[src/rtl/multicycle_control_fsm_pkg.sv]
// multicycle_control_fsm_pkg: shared opcode, ALUOp, mux-select and state constants for the multicycle sequencer
package multicycle_control_fsm_pkg;
    localparam logic [2:0] OP_JUMP   = 3'b000;
    localparam logic [2:0] OP_RTYPE  = 3'b001;
    localparam logic [2:0] OP_LW     = 3'b010;
    localparam logic [2:0] OP_SW     = 3'b011;
    localparam logic [2:0] OP_BRANCH = 3'b100;

    localparam logic [1:0] ALU_ADD   = 2'b00;
    localparam logic [1:0] ALU_SUB   = 2'b01;
    localparam logic [1:0] ALU_FUNCT = 2'b10;

    localparam logic [1:0] PC_ALU    = 2'b00;
    localparam logic [1:0] PC_ALUOUT = 2'b01;
    localparam logic [1:0] PC_JUMP   = 2'b10;

    localparam logic [1:0] SRCB_REG  = 2'b00;
    localparam logic [1:0] SRCB_ONE  = 2'b01;
    localparam logic [1:0] SRCB_IMM  = 2'b10;
    localparam logic [1:0] SRCB_BOFS = 2'b11;

    localparam logic [3:0] S_FETCH  = 4'd0;
    localparam logic [3:0] S_DECODE = 4'd1;
    localparam logic [3:0] S_JUMP   = 4'd2;
    localparam logic [3:0] S_EXEC_R = 4'd3;
    localparam logic [3:0] S_WB_R   = 4'd4;
    localparam logic [3:0] S_ADDR   = 4'd5;
    localparam logic [3:0] S_MEM_RD = 4'd6;
    localparam logic [3:0] S_WB_MEM = 4'd7;
    localparam logic [3:0] S_MEM_WR = 4'd8;
    localparam logic [3:0] S_BRANCH = 4'd9;
    localparam logic [3:0] S_TRAP   = 4'd10;
endpackage

[src/rtl/multicycle_control_fsm.sv]
// multicycle_control_fsm: registered fetch/decode/execute/memory/writeback sequencer for the 16-bit multicycle CPU
// Ports: clock/reset_n (async active-low); opcode, zero, mem_ready in;
// pc_write, pc_src, ir_write, i_or_d, mem_read, mem_write, mem_to_reg, reg_dst,
// reg_write, alu_src_a, alu_src_b, alu_op, illegal_op, state_o out.
// Macro ILLEGAL_TRAP_EN: illegal opcodes lock the FSM in TRAP instead of acting as a NOP.
module multicycle_control_fsm
    import multicycle_control_fsm_pkg::*;
#(
    parameter int OPW = 3,
    parameter int STW = 4
) (
    input  logic           clock,
    input  logic           reset_n,
    input  logic [OPW-1:0] opcode,
    input  logic           zero,
    input  logic           mem_ready,
    output logic           pc_write,
    output logic [1:0]     pc_src,
    output logic           ir_write,
    output logic           i_or_d,
    output logic           mem_read,
    output logic           mem_write,
    output logic           mem_to_reg,
    output logic           reg_dst,
    output logic           reg_write,
    output logic           alu_src_a,
    output logic [1:0]     alu_src_b,
    output logic [1:0]     alu_op,
    output logic           illegal_op,
    output logic [STW-1:0] state_o
);
`ifdef ILLEGAL_TRAP_EN
    localparam logic [3:0] ILLEGAL_NEXT = S_TRAP;
`else
    localparam logic [3:0] ILLEGAL_NEXT = S_FETCH;
`endif

    logic [STW-1:0] r_state;
    logic [STW-1:0] w_next;
    logic           w_pc_write;
    logic           w_ir_write;
    logic           w_mem_write;
    logic           w_reg_write;
    logic           w_illegal;

    assign w_illegal = opcode > OP_BRANCH;

    always_ff @(posedge clock or negedge reset_n) begin
        if (!reset_n) r_state <= S_FETCH;
        else          r_state <= w_next;
    end

    always_comb begin
        w_next      = S_FETCH;
        w_pc_write  = 1'b0;
        w_ir_write  = 1'b0;
        w_mem_write = 1'b0;
        w_reg_write = 1'b0;
        pc_src      = PC_ALU;
        i_or_d      = 1'b0;
        mem_read    = 1'b0;
        mem_to_reg  = 1'b0;
        reg_dst     = 1'b0;
        alu_src_a   = 1'b0;
        alu_src_b   = SRCB_REG;
        alu_op      = ALU_ADD;
        illegal_op  = 1'b0;
        case (r_state)
            S_FETCH: begin
                mem_read   = 1'b1;
                alu_src_b  = SRCB_ONE;
                w_ir_write = mem_ready;
                w_pc_write = mem_ready;
                w_next     = mem_ready ? S_DECODE : S_FETCH;
            end
            S_DECODE: begin
                alu_src_b  = SRCB_BOFS;
                illegal_op = w_illegal;
                w_next     = opcode == OP_JUMP   ? S_JUMP   :
                             opcode == OP_RTYPE  ? S_EXEC_R :
                             opcode == OP_LW || opcode == OP_SW ? S_ADDR :
                             opcode == OP_BRANCH ? S_BRANCH : ILLEGAL_NEXT;
            end
            S_JUMP: begin
                w_pc_write = 1'b1;
                pc_src     = PC_JUMP;
            end
            S_EXEC_R: begin
                alu_src_a = 1'b1;
                alu_op    = ALU_FUNCT;
                w_next    = S_WB_R;
            end
            S_WB_R: begin
                reg_dst     = 1'b1;
                w_reg_write = 1'b1;
            end
            S_ADDR: begin
                alu_src_a = 1'b1;
                alu_src_b = SRCB_IMM;
                w_next    = opcode == OP_LW ? S_MEM_RD : S_MEM_WR;
            end
            S_MEM_RD: begin
                mem_read = 1'b1;
                i_or_d   = 1'b1;
                w_next   = mem_ready ? S_WB_MEM : S_MEM_RD;
            end
            S_WB_MEM: begin
                w_reg_write = 1'b1;
                mem_to_reg  = 1'b1;
            end
            S_MEM_WR: begin
                w_mem_write = 1'b1;
                i_or_d      = 1'b1;
                w_next      = mem_ready ? S_FETCH : S_MEM_WR;
            end
            S_BRANCH: begin
                alu_src_a  = 1'b1;
                alu_op     = ALU_SUB;
                pc_src     = PC_ALUOUT;
                w_pc_write = zero;
            end
`ifdef ILLEGAL_TRAP_EN
            S_TRAP: begin
                illegal_op = 1'b1;
                w_next     = S_TRAP;
            end
`endif
            default: w_next = S_FETCH;
        endcase
    end

    // Reset holds the FSM in FETCH, whose write enables follow mem_ready, so gate them explicitly
    assign pc_write  = w_pc_write & reset_n;
    assign ir_write  = w_ir_write & reset_n;
    assign mem_write = w_mem_write & reset_n;
    assign reg_write = w_reg_write & reset_n;
    assign state_o   = r_state;
endmodule
[config.mk]
export PLATFORM = sky130hd
export DESIGN_NAME = multicycle_control_fsm
export DESIGN_NICKNAME = d
export VERILOG_FILES = /design/src/rtl/multicycle_control_fsm_pkg.sv /design/src/rtl/multicycle_control_fsm.sv
export SDC_FILE = /design/constraint.sdc
export NUM_CORES = 1
export LEC_CHECK = 0
export CAP_MARGIN = 30
export CELL_PAD_IN_SITES_DETAIL_PLACEMENT = 1
export CELL_PAD_IN_SITES_GLOBAL_PLACEMENT = 2
export CORE_AREA = 2 2 54 56
export CTS_BUF_LIST = sky130_fd_sc_hd__clkbuf_16
export DETAILED_ROUTE_END_ITERATION = 8
export DIE_AREA = 0 0 56 58
export GPL_TIMING_DRIVEN = 0
export PLACE_DENSITY = 0.79
export SYNTH_ARGS = -nofsm -noshare
export SYNTH_HDL_FRONTEND = slang
export SYNTH_SLANG_ARGS = --single-unit
export TNS_END_PERCENT = 5
[constraint.sdc]
create_clock -name clock -period 1.5 [get_ports clock]
set_input_delay 0.3 -clock clock [delete_from_list [all_inputs] [get_ports clock]]
set_output_delay 0.3 -clock clock [all_outputs]
set_load 0.1 [all_outputs]
-- Yosys cells after proc, flatten, opt, wreduce, memory -nomap -nowiden
Cells that the tools add are included.
W data, S select, Z words.
- flip-flop bits (word level): 4
- output and inout bits: 20
- order comparisons: 1
- eq/ne operators: 13
- multiplexer cells: 22
- bitwise gates (word level): 4
- reductions and logical operators: 7
- operator list (kind ; number):
    $mux W4 ; 6
    $pmux W4 S6 ; 1
    $eq A4 B3 Y1 const B ; 4
    $mux W1 ; 11
    $eq A4 B2 Y1 const B ; 2
    $eq A4 B4 Y1 const B ; 2
    $pmux W2 S2 ; 2
    $eq A3 B2 Y1 const B ; 2
    $pmux W2 S3 ; 1
    $reduce_or A2 Y1 ; 3
    $and A1 B1 Y1 ; 4
    $eq A4 B1 Y1 const B ; 1
    $logic_not A4 Y1 ; 1
    $eq A3 B1 Y1 const B ; 1
    $eq A3 B3 Y1 const B ; 1
    $gt A3 B3 Y1 const B ; 1
    $logic_not A3 Y1 ; 1
    $pmux W1 S3 ; 1
    $reduce_or A3 Y1 ; 1
    $logic_or A1 B1 Y1 ; 1

-- Longest topological paths before layout
- depth after elaboration: 6
- gate-level depth with buffers: 5
- depth with buffers taken out: 3

-- Worst setup path after synthesis
OpenSTA, ideal clock, no wires.
- path type: reg-to-output
- from: register r_state[3], in the netlist state_o[3]
- to: output mem_write
- arrival time: 4.358 ns
- path slack: -3.158 ns
- cell stages (with the launch flop): 3
- cell sequence: dfrtp_1 > buf_2 > nor4b_1
- longest elaborated chain between the ends: 3
- ends and longest elaborated chain (item ; RTL line ; text):
    start, declared ; multicycle_control_fsm.sv:38 ; logic [STW-1:0] r_state;
    start signal, assigned ; multicycle_control_fsm.sv:50 ; else r_state <= w_next;
    $eq A4 B4 Y1 ; multicycle_control_fsm.sv:68 ; case (r_state)
    $mux W1 ; multicycle_control_fsm.sv:68 ;
    $and A1 B1 Y1 ; multicycle_control_fsm.sv:135 ; assign mem_write = w_mem_write & reset_n;
    end, declared ; multicycle_control_fsm.sv:22 ; output logic mem_write,
Every way passes these cells.

-- Worst setup path after layout
- from: register r_state[1], in the netlist state_o[1]
- to: output i_or_d
- longest elaborated chain between the ends: 3
- elaborated cells between the ends (all ways): 4
- classes of those cells: eq/ne (2); mux (1); reduce/logical (1)
- ends and longest elaborated chain (item ; RTL line ; text):
    $eq A4 B4 Y1 / $eq A4 B3 Y1 (equally long branches) ; multicycle_control_fsm.sv:68 ;
    $reduce_or A2 Y1 (no line) * ; - ;
    $mux W1 * ; multicycle_control_fsm.sv:68 ;
    end, declared ; multicycle_control_fsm.sv:20 ; output logic i_or_d,
Mark *: on every way between the ends. The rest lies on a longest branch, timed or not.

==> results.sh <==
export IMPL_powerDensity_nw_per_um2=2430
export IMPL_synth_cell_type_count=24
export IMPL_areaGrowthSynthToFinish_pct=176
export IMPL_drt_pass1_iterations=3
export IMPL_die_width_um=56
export IMPL_rsz0062_at_grt="true"
export IMPL_wl_per_cell_um=18.0
export IMPL_synthTopCellsByArea="dfrtp_1, nor3b_1, xor2_1, buf_2, nand2b_1"
export IMPL_yosys_area_top_type="dfrtp_1"
export IMPL_ys_seq_area_share_pct=21.6
export IMPL_synth_fp_nets=67
export IMPL_syn_cell_area_um2=464
export IMPL_finalWirelength_mm=2.25
export IMPL_status="finished, violations left"
export IMPL_postSynthCellCount=60
export IMPL_initial_utilization_pct=17.4
export IMPL_critPathSlowestCell="dfrtp_4"
export IMPL_crit_path_max_incr_delay_ns=0.47
export IMPL_leakagePower_uw=0.000494
export IMPL_dp_hpwl_mm=1.35
export IMPL_largest_reg_flops=4
export IMPL_drive_above_1_share_pct=67.0
export IMPL_vias_per_cell=4.90
export IMPL_cp_cell_sequence="buf_8 -> or3b_4 -> a21oi_4 -> buf_12"
export IMPL_grt_max_degree=11
export IMPL_rows=19
export IMPL_path_max_fanout=8
export IMPL_antenna_left=0
export IMPL_maxSlewHeadroom_pct=63.9
export IMPL_tns_ns=-5.02
export IMPL_clk_latency_ns=0.23
export IMPL_yosysTopAreaCellShare_pct=21.6
export IMPL_htreeDepth=1
export IMPL_antenna_found_initial=0
export IMPL_fin_crit_ns=1.91
export IMPL_grt_overflow=0
export IMPL_synthTopCellsByCount="buf_2, nand2_1, nor3_1, nor3b_1"
export IMPL_finalHoldViolCount=0
export IMPL_synth_seq_cells=4
export IMPL_end_kind="output pin"
export IMPL_worstPathRequired_ns=1.20
export IMPL_grt_pass1_vias=650
export IMPL_clkSlewWorstSetupHoldPaths_ns=0.03
export IMPL_io_buffers=26
export IMPL_tightest_slew_ns=0.544
export IMPL_core_area_um2=2660
export IMPL_routabilityCongestion=0.723
export IMPL_cts_tree="built"
export IMPL_grt_use_total_pct=15.3
export IMPL_post_route_drc_count=0
export IMPL_slew_violations=0
export IMPL_cp_start_kind="flip-flop"
export IMPL_vias=613
export IMPL_cp_top_family="flip-flops"
export IMPL_cp_num_buf_inv=2
export IMPL_synth_edf_count=0
export IMPL_grt_pass1_wl_mm=3.60
export IMPL_violations="negative setup slack"
export IMPL_post_place_ws_ns=-1.29
export IMPL_num_io_pins=27
export IMPL_synthArstFlopShare_pct=100
export IMPL_numCtsBuffers=3
export IMPL_die_h_um=58
export IMPL_ys_warn_count=0
export IMPL_root_buffer="clkbuf_16"
export IMPL_final_nets=103
export IMPL_synth_ff_type="dfrtp_1"
export IMPL_hold_class="input pin to asynchronous set/reset pin"
export IMPL_setup_ws_ns=-0.406
export IMPL_min_period_over_period_pct=127
export IMPL_cts_sinks=4
export IMPL_criticalPathCategory="flip-flop to output pin"
export IMPL_finalSetupViolations=16
export IMPL_cts_hold_buf=0
export IMPL_max_clock_freq_mhz=525
export IMPL_finalClockSkew_ns=0.000457
export IMPL_antenna_cells=0
export IMPL_drv_cap=0
export IMPL_syn_area_per_cell_um2=7.74
export IMPL_drt_iter0_drc=8
export IMPL_die_area_um2=3250
export IMPL_worstPathArrival_ns=1.61
export IMPL_cts_path_max_buffers=2
export IMPL_vdd_drop_max_mv=2.57
[routing by layer]
| metal | up-vias | track usage [%] | wire length (µm) |
|---|---|---|---|
| met3 | 4 | 3.57 | 85 |
| li1 | 286 | - | - |
| met2 | 19 | 26.6 | 1220 |
| met1 | 304 | 17.6 | 900 |
| met4 | 0 | 8.16 | 44 |
| met5 | - | 0 | 0 |
[worst register-to-register path, cell delays in order (launching register included)]
cell and delay, ns:
dfrtp_4 0.47, buf_8 0.16, or3b_4 0.39, buf_4 0.16
o32ai_4 0.20
[area by class of cell]
type | instances | area, µm²
Sequential cell | 4 | 115
Fill cell | 289 | 1380
Tap cell | 31 | 38.8
Timing Repair Buffer | 31 | 417
Clock buffer | 3 | 75.1
Buffer | 7 | 93.8
Multi-Input combinational cell | 49 | 543
[placed cells by master (no fill, tap or decap), types with 2 or more instances in the layout]
cell type        Yosys  routed
dfrtp_4              0       4
nor2_1               2       2
nor3_4               0       4
nand2b_1             4       2
buf_2                5       3
xor2_1               4       4
buf_6                1       7
buf_8                0       4
nand2_1              5       4
a21oi_4              0       2
nor2b_4              0       3
buf_12               0      13
clkbuf_16            0       3
a21oi_1              4       2
clkdlybuf4s50_1      0       4
buf_4                1       4
o21ai_1              0       2
nor4_4               0       2
nor3b_4              0       5
o21ai_0              4       2
[path summary, 6_finish.rpt]
kind	start	endpoint	slack, ns	cells past startpoint
min in group clock	mem_ready	state_o[3]	0.44	2
max in group asynchronous	reset_n	state_o[0]	1.15	1
hold reg to reg	state_o[2]	state_o[0]	0.65	2
setup / recovery	state_o[1]	i_or_d	-0.41	4
hold / removal	reset_n	state_o[1]	0.07	1
setup reg to reg	state_o[1]	state_o[3]	0.02	4
[cell families (layout without fill, tap and decap cells)]
| family | count (synthesis) | after routing | share of synthesized area, % |
|---|---|---|---|
| simple gates | 32 | 32 | 41.2 |
| compound gates | 12 | 12 | 18.1 |
| buf+inv | 7 | 41 | 9.43 |
| xor+xnor | 4 | 4 | 7.55 |
| flops | 4 | 4 | 21.6 |
| mux | 1 | 1 | 2.16 |
[stage by stage]
stage | instance area, µm² | power [µW] | hold slack (ns) | utilization, % | std cells
3_5_place_dp | 996 | 2290 | 0.580 | 37.4 | 117
5_1_grt | 1280 | 3220 | 0.0939 | 48.2 | 125
2_1_floorplan | 697 | 1900 | 0.00443 | - | 60
6_report | 1280 | 3110 | 0.0719 | 48.2 | 125
3_3_place_gp | 996 | 2280 | 0.578 | 37.4 | 117
4_1_cts | 1260 | 3070 | 0.0739 | 47.3 | 124
[where the power goes]
group	leakage, µW	switching, µW	internal, µW
clock	0.0000370	85.0	341
combinational	0.000410	1630	844
sequential	0.0000466	52.6	160
[repair_timing]
action	4_1_cts	5_1_grt
endpoints found under the setup margin	20	20
pin swaps	4	1
gates resized for setup	164	10
setup buffers	4	1
(Power assumes the default switching activity.)
